### config.mk
export PLATFORM = sky130hd
export DESIGN_NAME = div_issue_ctrl
export DESIGN_NICKNAME = d
export VERILOG_FILES = /design/src/rtl/div_pkg.sv /design/src/rtl/rem_fix.sv /design/src/rtl/div_issue_ctrl.sv
export SDC_FILE = /design/constraint.sdc
export NUM_CORES = 1
export LEC_CHECK = 0
export CAP_MARGIN = 20
export CORE_ASPECT_RATIO = 0.6
export CORE_MARGIN = 4
export CORE_UTILIZATION = 41
export DETAILED_ROUTE_END_ITERATION = 6
export PLACE_DENSITY = 0.78
export SLEW_MARGIN = 40
export SYNTH_ARGS = -nofsm -noshare
export SYNTH_HDL_FRONTEND = slang
export SYNTH_SLANG_ARGS = --single-unit
### constraint.sdc
create_clock -name clk -period 2.01 [get_ports clk]
set_clock_uncertainty 0.05 [all_clocks]
set_input_delay 0.402 -clock clk [delete_from_list [all_inputs] [get_ports clk]]
set_output_delay 0.402 -clock clk [all_outputs]
set_load 0.05 [all_outputs]
### src/rtl/div_pkg.sv
// Shared state encoding and constants for the divider issue/collect controller.
package div_pkg;
  typedef enum logic [2:0] {IDLE, ISSUE, WAIT, FIX, DONE} state_t;

  localparam int          ERR_DIV0    = 0;
  localparam int          ERR_TMO     = 1;
  localparam int          DIV_LATENCY = 5;
  localparam logic [31:0] DIV0_RESULT = 32'hFFFF_FFFF;
endpackage

### src/rtl/rem_fix.sv
// Non-restoring remainder correction: conditionally adds the divisor back (mod 2^16).
module rem_fix
  import div_pkg::*;
(
  input  logic        en,
  input  logic [15:0] rem,
  input  logic [15:0] divisor,
  output logic [15:0] fixed
);

  assign fixed = en ? (rem + divisor) : rem;

endmodule

### src/rtl/div_issue_ctrl.sv
// Single-request front-end for the pipelined divider: holds operands, collects
// and corrects the result, and flags divide-by-zero and missing-result timeout.
module div_issue_ctrl
  import div_pkg::*;
#(
  parameter int LATENCY = DIV_LATENCY,
  parameter int TIMEOUT = 8,
  parameter int REM_FIX = 1
) (
  input  logic        clk,
  input  logic        reset,
  input  logic        req_valid,
  output logic        req_ready,
  input  logic        req_mode,
  input  logic [31:0] req_dividend,
  input  logic [15:0] req_divisor,
  output logic        div_valid_in,
  output logic        div_mode,
  output logic [31:0] div_dividend,
  output logic [15:0] div_divisor,
  input  logic [31:0] div_result,
  input  logic        div_valid_out,
  output logic        out_valid,
  input  logic        out_ready,
  output logic [31:0] out_result,
  output logic [1:0]  out_err,
  output logic        busy
);

  // Counter is sized for the larger of the two so a mis-set TIMEOUT still fits.
  localparam int             CW        = $clog2((TIMEOUT > LATENCY ? TIMEOUT : LATENCY) + 1);
  localparam logic [CW-1:0]  TMO_LAST  = CW'(TIMEOUT - 1);
  localparam logic [1:0]     DIV0_MASK = 2'(1 << ERR_DIV0);
  localparam logic [1:0]     TMO_MASK  = 2'(1 << ERR_TMO);

  state_t        state;
  logic [CW-1:0] tmo_cnt;
  logic [15:0]   captured;
  logic [15:0]   fixed_rem;
  logic          fix_needed;
  logic          unused_hi;

  assign req_ready    = (state == IDLE);
  assign busy         = (state != IDLE);
  assign div_valid_in = (state == ISSUE);
  assign out_valid    = (state == DONE);
  assign fix_needed   = (REM_FIX != 0) && div_mode && div_result[15];
  assign unused_hi    = ^div_result[31:17];

  rem_fix u_rem_fix (
    .en      (state == FIX),
    .rem     (captured),
    .divisor (div_divisor),
    .fixed   (fixed_rem)
  );

  always_ff @(posedge clk or negedge reset) begin
    if (!reset) begin
      state        <= IDLE;
      tmo_cnt      <= '0;
      captured     <= '0;
      div_mode     <= 1'b0;
      div_dividend <= '0;
      div_divisor  <= '0;
      out_result   <= '0;
      out_err      <= '0;
    end else begin
      case (state)
        IDLE: begin
          if (req_valid) begin
            div_mode     <= req_mode;
            div_dividend <= req_dividend;
            div_divisor  <= req_divisor;
            if (req_divisor == 16'h0) begin
              out_result <= DIV0_RESULT;
              out_err    <= DIV0_MASK;
              state      <= DONE;
            end else begin
              state <= ISSUE;
            end
          end
        end
        ISSUE: begin
          tmo_cnt <= '0;
          state   <= WAIT;
        end
        WAIT: begin
          if (div_valid_out) begin
            captured <= div_result[15:0];
            out_err  <= '0;
            if (fix_needed) begin
              state <= FIX;
            end else begin
              out_result <= div_mode ? {16'h0, div_result[15:0]} : {15'h0, div_result[16:0]};
              state      <= DONE;
            end
          end else if (tmo_cnt == TMO_LAST) begin
            out_result <= '0;
            out_err    <= TMO_MASK;
            state      <= DONE;
          end else begin
            tmo_cnt <= tmo_cnt + 1'b1;
          end
        end
        FIX: begin
          out_result <= {16'h0, fixed_rem};
          out_err    <= '0;
          state      <= DONE;
        end
        DONE: begin
          if (out_ready) state <= IDLE;
        end
        default: state <= IDLE;
      endcase
    end
  end

endmodule
# Yosys cells after proc, flatten, opt, wreduce, memory -nomap -nowiden
# Index checks and enable logic that the tools add are counted.
# word_totals
inputBits	86
reg_bits	106
out_inout_bits	87
elab_cells	56
# classes
eq_ne	12
reduce_logical	12
n_mux	22
addsub	2
# ops
op	n
$mux 32	5
$pmux 32 s3	1
$mux 3	6
$mux 17	1
$add 16x16->16	1
$logic_not 16->1	1
$pmux 3 s5	1
$mux 2	4
$mux 4	2
$pmux 4 s2	1
$eq 3x2->1 const B	2
$ne 2x2->1 const B	3
$ne 3x3->1 const B	2
$pmux 2 s3	1
$reduce_and 3->1	2
$reduce_bool 3->1	2
$reduce_and 5->1	1
$add 4x1->4 const B	1
$eq 4x3->1 const B	1
$ne 2x1->1 const B	2
$reduce_and 2->1	2
$reduce_and 4->1	1
$eq 3x1->1 const B	1
$eq 3x3->1 const B	1
other kinds (3)	3

# Depth between registers and ports, before layout
# logic_depth
word_depth	4
mapped_depth	9
depth_no_buf	9

# By module
# A second synthesis with hierarchy kept.
# unflattened
hier_cells	394
hier_area_um2	4913.5
# modules_own_cells
module	area_each_um2	instances	cells_each	seq_area_each_um2
div_issue_ctrl	3951.3	1	279	2302.2
rem_fix	962.2	1	115	0.0

# Least setup slack after synthesis
# No wires, ideal clock.
# synth_timing
path_kind	register to register
startpoint	register state[0]
endpoint	register tmo_cnt[0]
required_ps	1835
period_less_slack_ps	2425
path_slack_ps	-415
path_buffers	0
arrival_time_ps	2250
setup_time_ps	125
stages_incl_launch_ff	4
path_cell_list	dfrtp_1 -> nor3b_1 -> nor2_1 -> mux2_2
# synth_between
elab_chain_cells	3
word_cells_on_any_way	7
cone_classes	eq/ne: 4; mux: 1; reduce/logical: 2
# synth_lines
item	line_no	rtl
start: declaration	div_issue_ctrl.sv:36	state_t state;
start signal: assignment	div_issue_ctrl.sv:59	state <= IDLE;
start signal: assignment	div_issue_ctrl.sv:77	state <= DONE;
start signal: assignment	div_issue_ctrl.sv:79	state <= ISSUE;
$eq 3x1->1 *	n/a	
net div_valid_in	div_issue_ctrl.sv:17	output logic div_valid_in,
$reduce_bool 2->1 (no source line)	n/a	
$reduce_and 3->1 (no source line)	n/a	
end signal: assignment	div_issue_ctrl.sv:102	tmo_cnt <= tmo_cnt + 1'b1;
end: declaration	div_issue_ctrl.sv:37	logic [CW-1:0] tmo_cnt;
# The timed path passes the listed nets; every way through them passes the cells marked *.
# A chain may end at the register's enable or synchronous reset.

# Worst setup path after layout
# layout_timing
startpoint	register div_divisor[0]
endpoint	register out_result[8]
# layout_between
elab_chain_cells	2
# layout_lines
item	line_no	rtl
start: declaration	div_issue_ctrl.sv:20	output logic [15:0] div_divisor,
start signal: assignment	div_issue_ctrl.sv:73	div_divisor <= req_divisor;
$add 16x16->16	rem_fix.sv:11	assign fixed = en ? (rem + divisor) : rem;
$pmux 32 s3	div_issue_ctrl.sv:68	case (state)
end signal: assignment	div_issue_ctrl.sv:94	out_result <= div_mode ? {16'h0, div_result[15:0]} : {15'h0, div_result[16:0]};
end signal: assignment	div_issue_ctrl.sv:106	out_result <= {16'h0, fixed_rem};
end: declaration	div_issue_ctrl.sv:25	output logic [31:0] out_result,
# No other way between the ends.

==> flow_summary.ini <==
[sta]
hold-worst-slack_ps = 314
finalCritPeriodShare_pct = 110
maxSlewHeadroom_pct = 64.4
fmax_ghz = 0.453
finalSetupViolCount = 6
rsz0062_at_grt = yes
hold_violations = 0
timing.final.ws_setup_ps = -199
slew_viol_final = 0
worst_pin_slew_ps = 533
period_minus_slack_ps = 2210

[run_status]
status = finished, violations left
violations = setup timing

[placement]
dp_hpwl_um = 10600
io_buffers = 157
routabilityCongestion = 0.899

[floorplan]
num_io_pins = 173
rows = 29
initial_core_util_pct = 43.2
dieArea_um2 = 13300
die-height_um = 90.9
die_w_um = 146
coreArea_um2 = 10900

[final_layout]
fin_util_pct = 69.3
antennaDiodeCount = 0
multiInputGateArea_um2 = 2570
fill_cells = 762
drive_above_1_share_pct = 43.2
finalNetCount = 698
layout_common_cells = clkdlybuf4s50_1, buf_4, dfrtp_1
area_growth_pct = 60.6
seq_area_um2 = 2320
final_common_cell = clkdlybuf4s50_1

[routing]
initialDrtViolationCount = 216
wirelength_um = 14200
viasPerCell = 5.42
ant_nets = 0
vias = 4008
drc = 0
dr.pass1.iters = 4
wl_per_cell_um = 19.3

[worst_setup_path]
worstReg2RegStart = div_divisor[0]
crit_slowest_cell = dfrtp_2
critPathKind = reg2reg
worstPathCellList = ha_4 -> inv_2 -> fa_2 -> nor2b_2 -> o31a_1 -> o21a_2 -> xor2_1 -> a221oi_2 -> a21oi_1
cpPeakStageDelay_ps = 420
crit_path_end_kind = flip-flop
reg2reg_depth = 9
cp-start-kind = flip-flop
crit_start = div_divisor[0]
worst_ep_arrival_time_ps = 2380
path_max_fanout = 5
required_ps = 2180

[yosys]
synth_nets = 509
synth_edf_count = 0
ys_warn_count = 0
ys.flop_type = dfrtp_1
synth.distinct_cells = 61
synth_area_um2 = 4700
synth.avg_cell_area_um2 = 11.6
yosysSeqAreaShare_pct = 49.0
async_reset_ff_share_pct = 100
synthCells = 406
yosys_register_bits = 92

[clocking]
cts_made_buffers = 9
cts.clk_slew.worst_paths_ps = 70
root_buffer = clkbuf_16
clock_sinks = 92
insertion_delay_ps = 340
cts_htree_levels = 3
clk_path_buf_depth = 2
cts_tree = built

[job]
max-cap-violations = 0

[hold_path]
hold_depth = 2
hold_path_startpoint = req_divisor[9]
hold_path_class = in2reg

[grt]
globalRouteTotalUtil_pct = 21.5
antenna_found_initial = 0
grt_pass1_vias = 4174
grt_pass1_wl_um = 22700
grt_max_degree = 37
overflow = 0
## what timing repair did
action / 4_1_cts / 5_1_grt
endpoints found under the setup margin: 21 / 26
resized for setup: 31 / 31
setup buffers: 3 / 12
hold buffers: 1 / 0
hold endpoints to repair: 32 / 0
cloned: 0 / 0
pin swaps: 18 / 25
## cells by family after synthesis
logic type      Yosys count  share of synthesized area, %
buf+inv                  45                          5.57
fa+ha+maj                17                          4.69
simple gates             87                          9.37
compound gates           88                          13.4
xor+xnor                  8                          1.49
mux                      69                          16.5
flops                    92                          49.0
## routing by layer
metal	global-route usage (%)	up-vias	wire length (µm)
li1	-	1840	-
met1	30.6	1996	6760
met2	32.4	151	6400
met3	6.12	21	890
met4	5.32	0	204
met5	0	-	0
## layout make-up
class | instances | share of cell area (%)
multi-input combinational | 269 | 34.1
clock inverter | 6 | 0.630
inverter | 11 | 0.547
tap | 139 | 2.31
sequential | 92 | 30.8
timing repair buffer | 212 | 28.6
clock buffer | 10 | 3.04
## worst max-delay path, delay by kind of cell, from the launching register on
family,cells,cell delay (ps)
adder cells (fa/ha/maj),2,380
buffers and inverters,1,50
XOR/XNOR,1,180
AO/OA/AOI/OAI,4,950
flip-flops,1,420
AND/OR/NAND/NOR,1,60
## metrics by stage
stage          setup TNS [ps]  setup slack, ps  std cells  area (µm²)
6_report                 -757             -199        739        7540
5_1_grt                 -1430             -294        739        7540
4_1_cts                  -604             -176        727        7320
3_5_place_dp           -10980             -699        707        6920
3_3_place_gp            -9160             -569        707        6920
2_1_floorplan           -1060             -166        406        4980
## path summary, 6_finish.rpt
kind                                    end  slack (ps)
setup / recovery              out_result[8]        -200
hold / removal               div_divisor[9]         310
setup reg to reg              out_result[8]        -200
hold reg to reg            div_dividend[10]         460
max in group asynchronous   div_dividend[5]         820
min in group asynchronous   div_divisor[13]         500
## sequential cells by signal, indices dropped and copies added (netlist names)
register      flops
div_dividend     32
out_result       18
captured         16
div_divisor      16
tmo_cnt           4
state             3
out_err           2
div_mode          1
## cells in the mapped netlist, types with 5 or more instances
library cell	count	share of area, %
clkbuf_1	9	0.72
buf_2	5	0.53
nand3_1	8	0.85
nor3_1	7	0.75
nand2_1	22	1.8
ha_1	16	4.3
a221oi_1	8	1.5
buf_4	17	2.7
o21ai_0	12	1.3
xor2_1	5	0.93
nor4_1	5	0.67
a21oi_1	27	2.9
dfrtp_1	92	49
inv_1	11	0.88
mux2_2	66	16
nor2_1	23	1.8
Power is left out: the tool's default activity adds up to more than one toggle a clock period on the data nets, which glitch-free logic cannot reach.
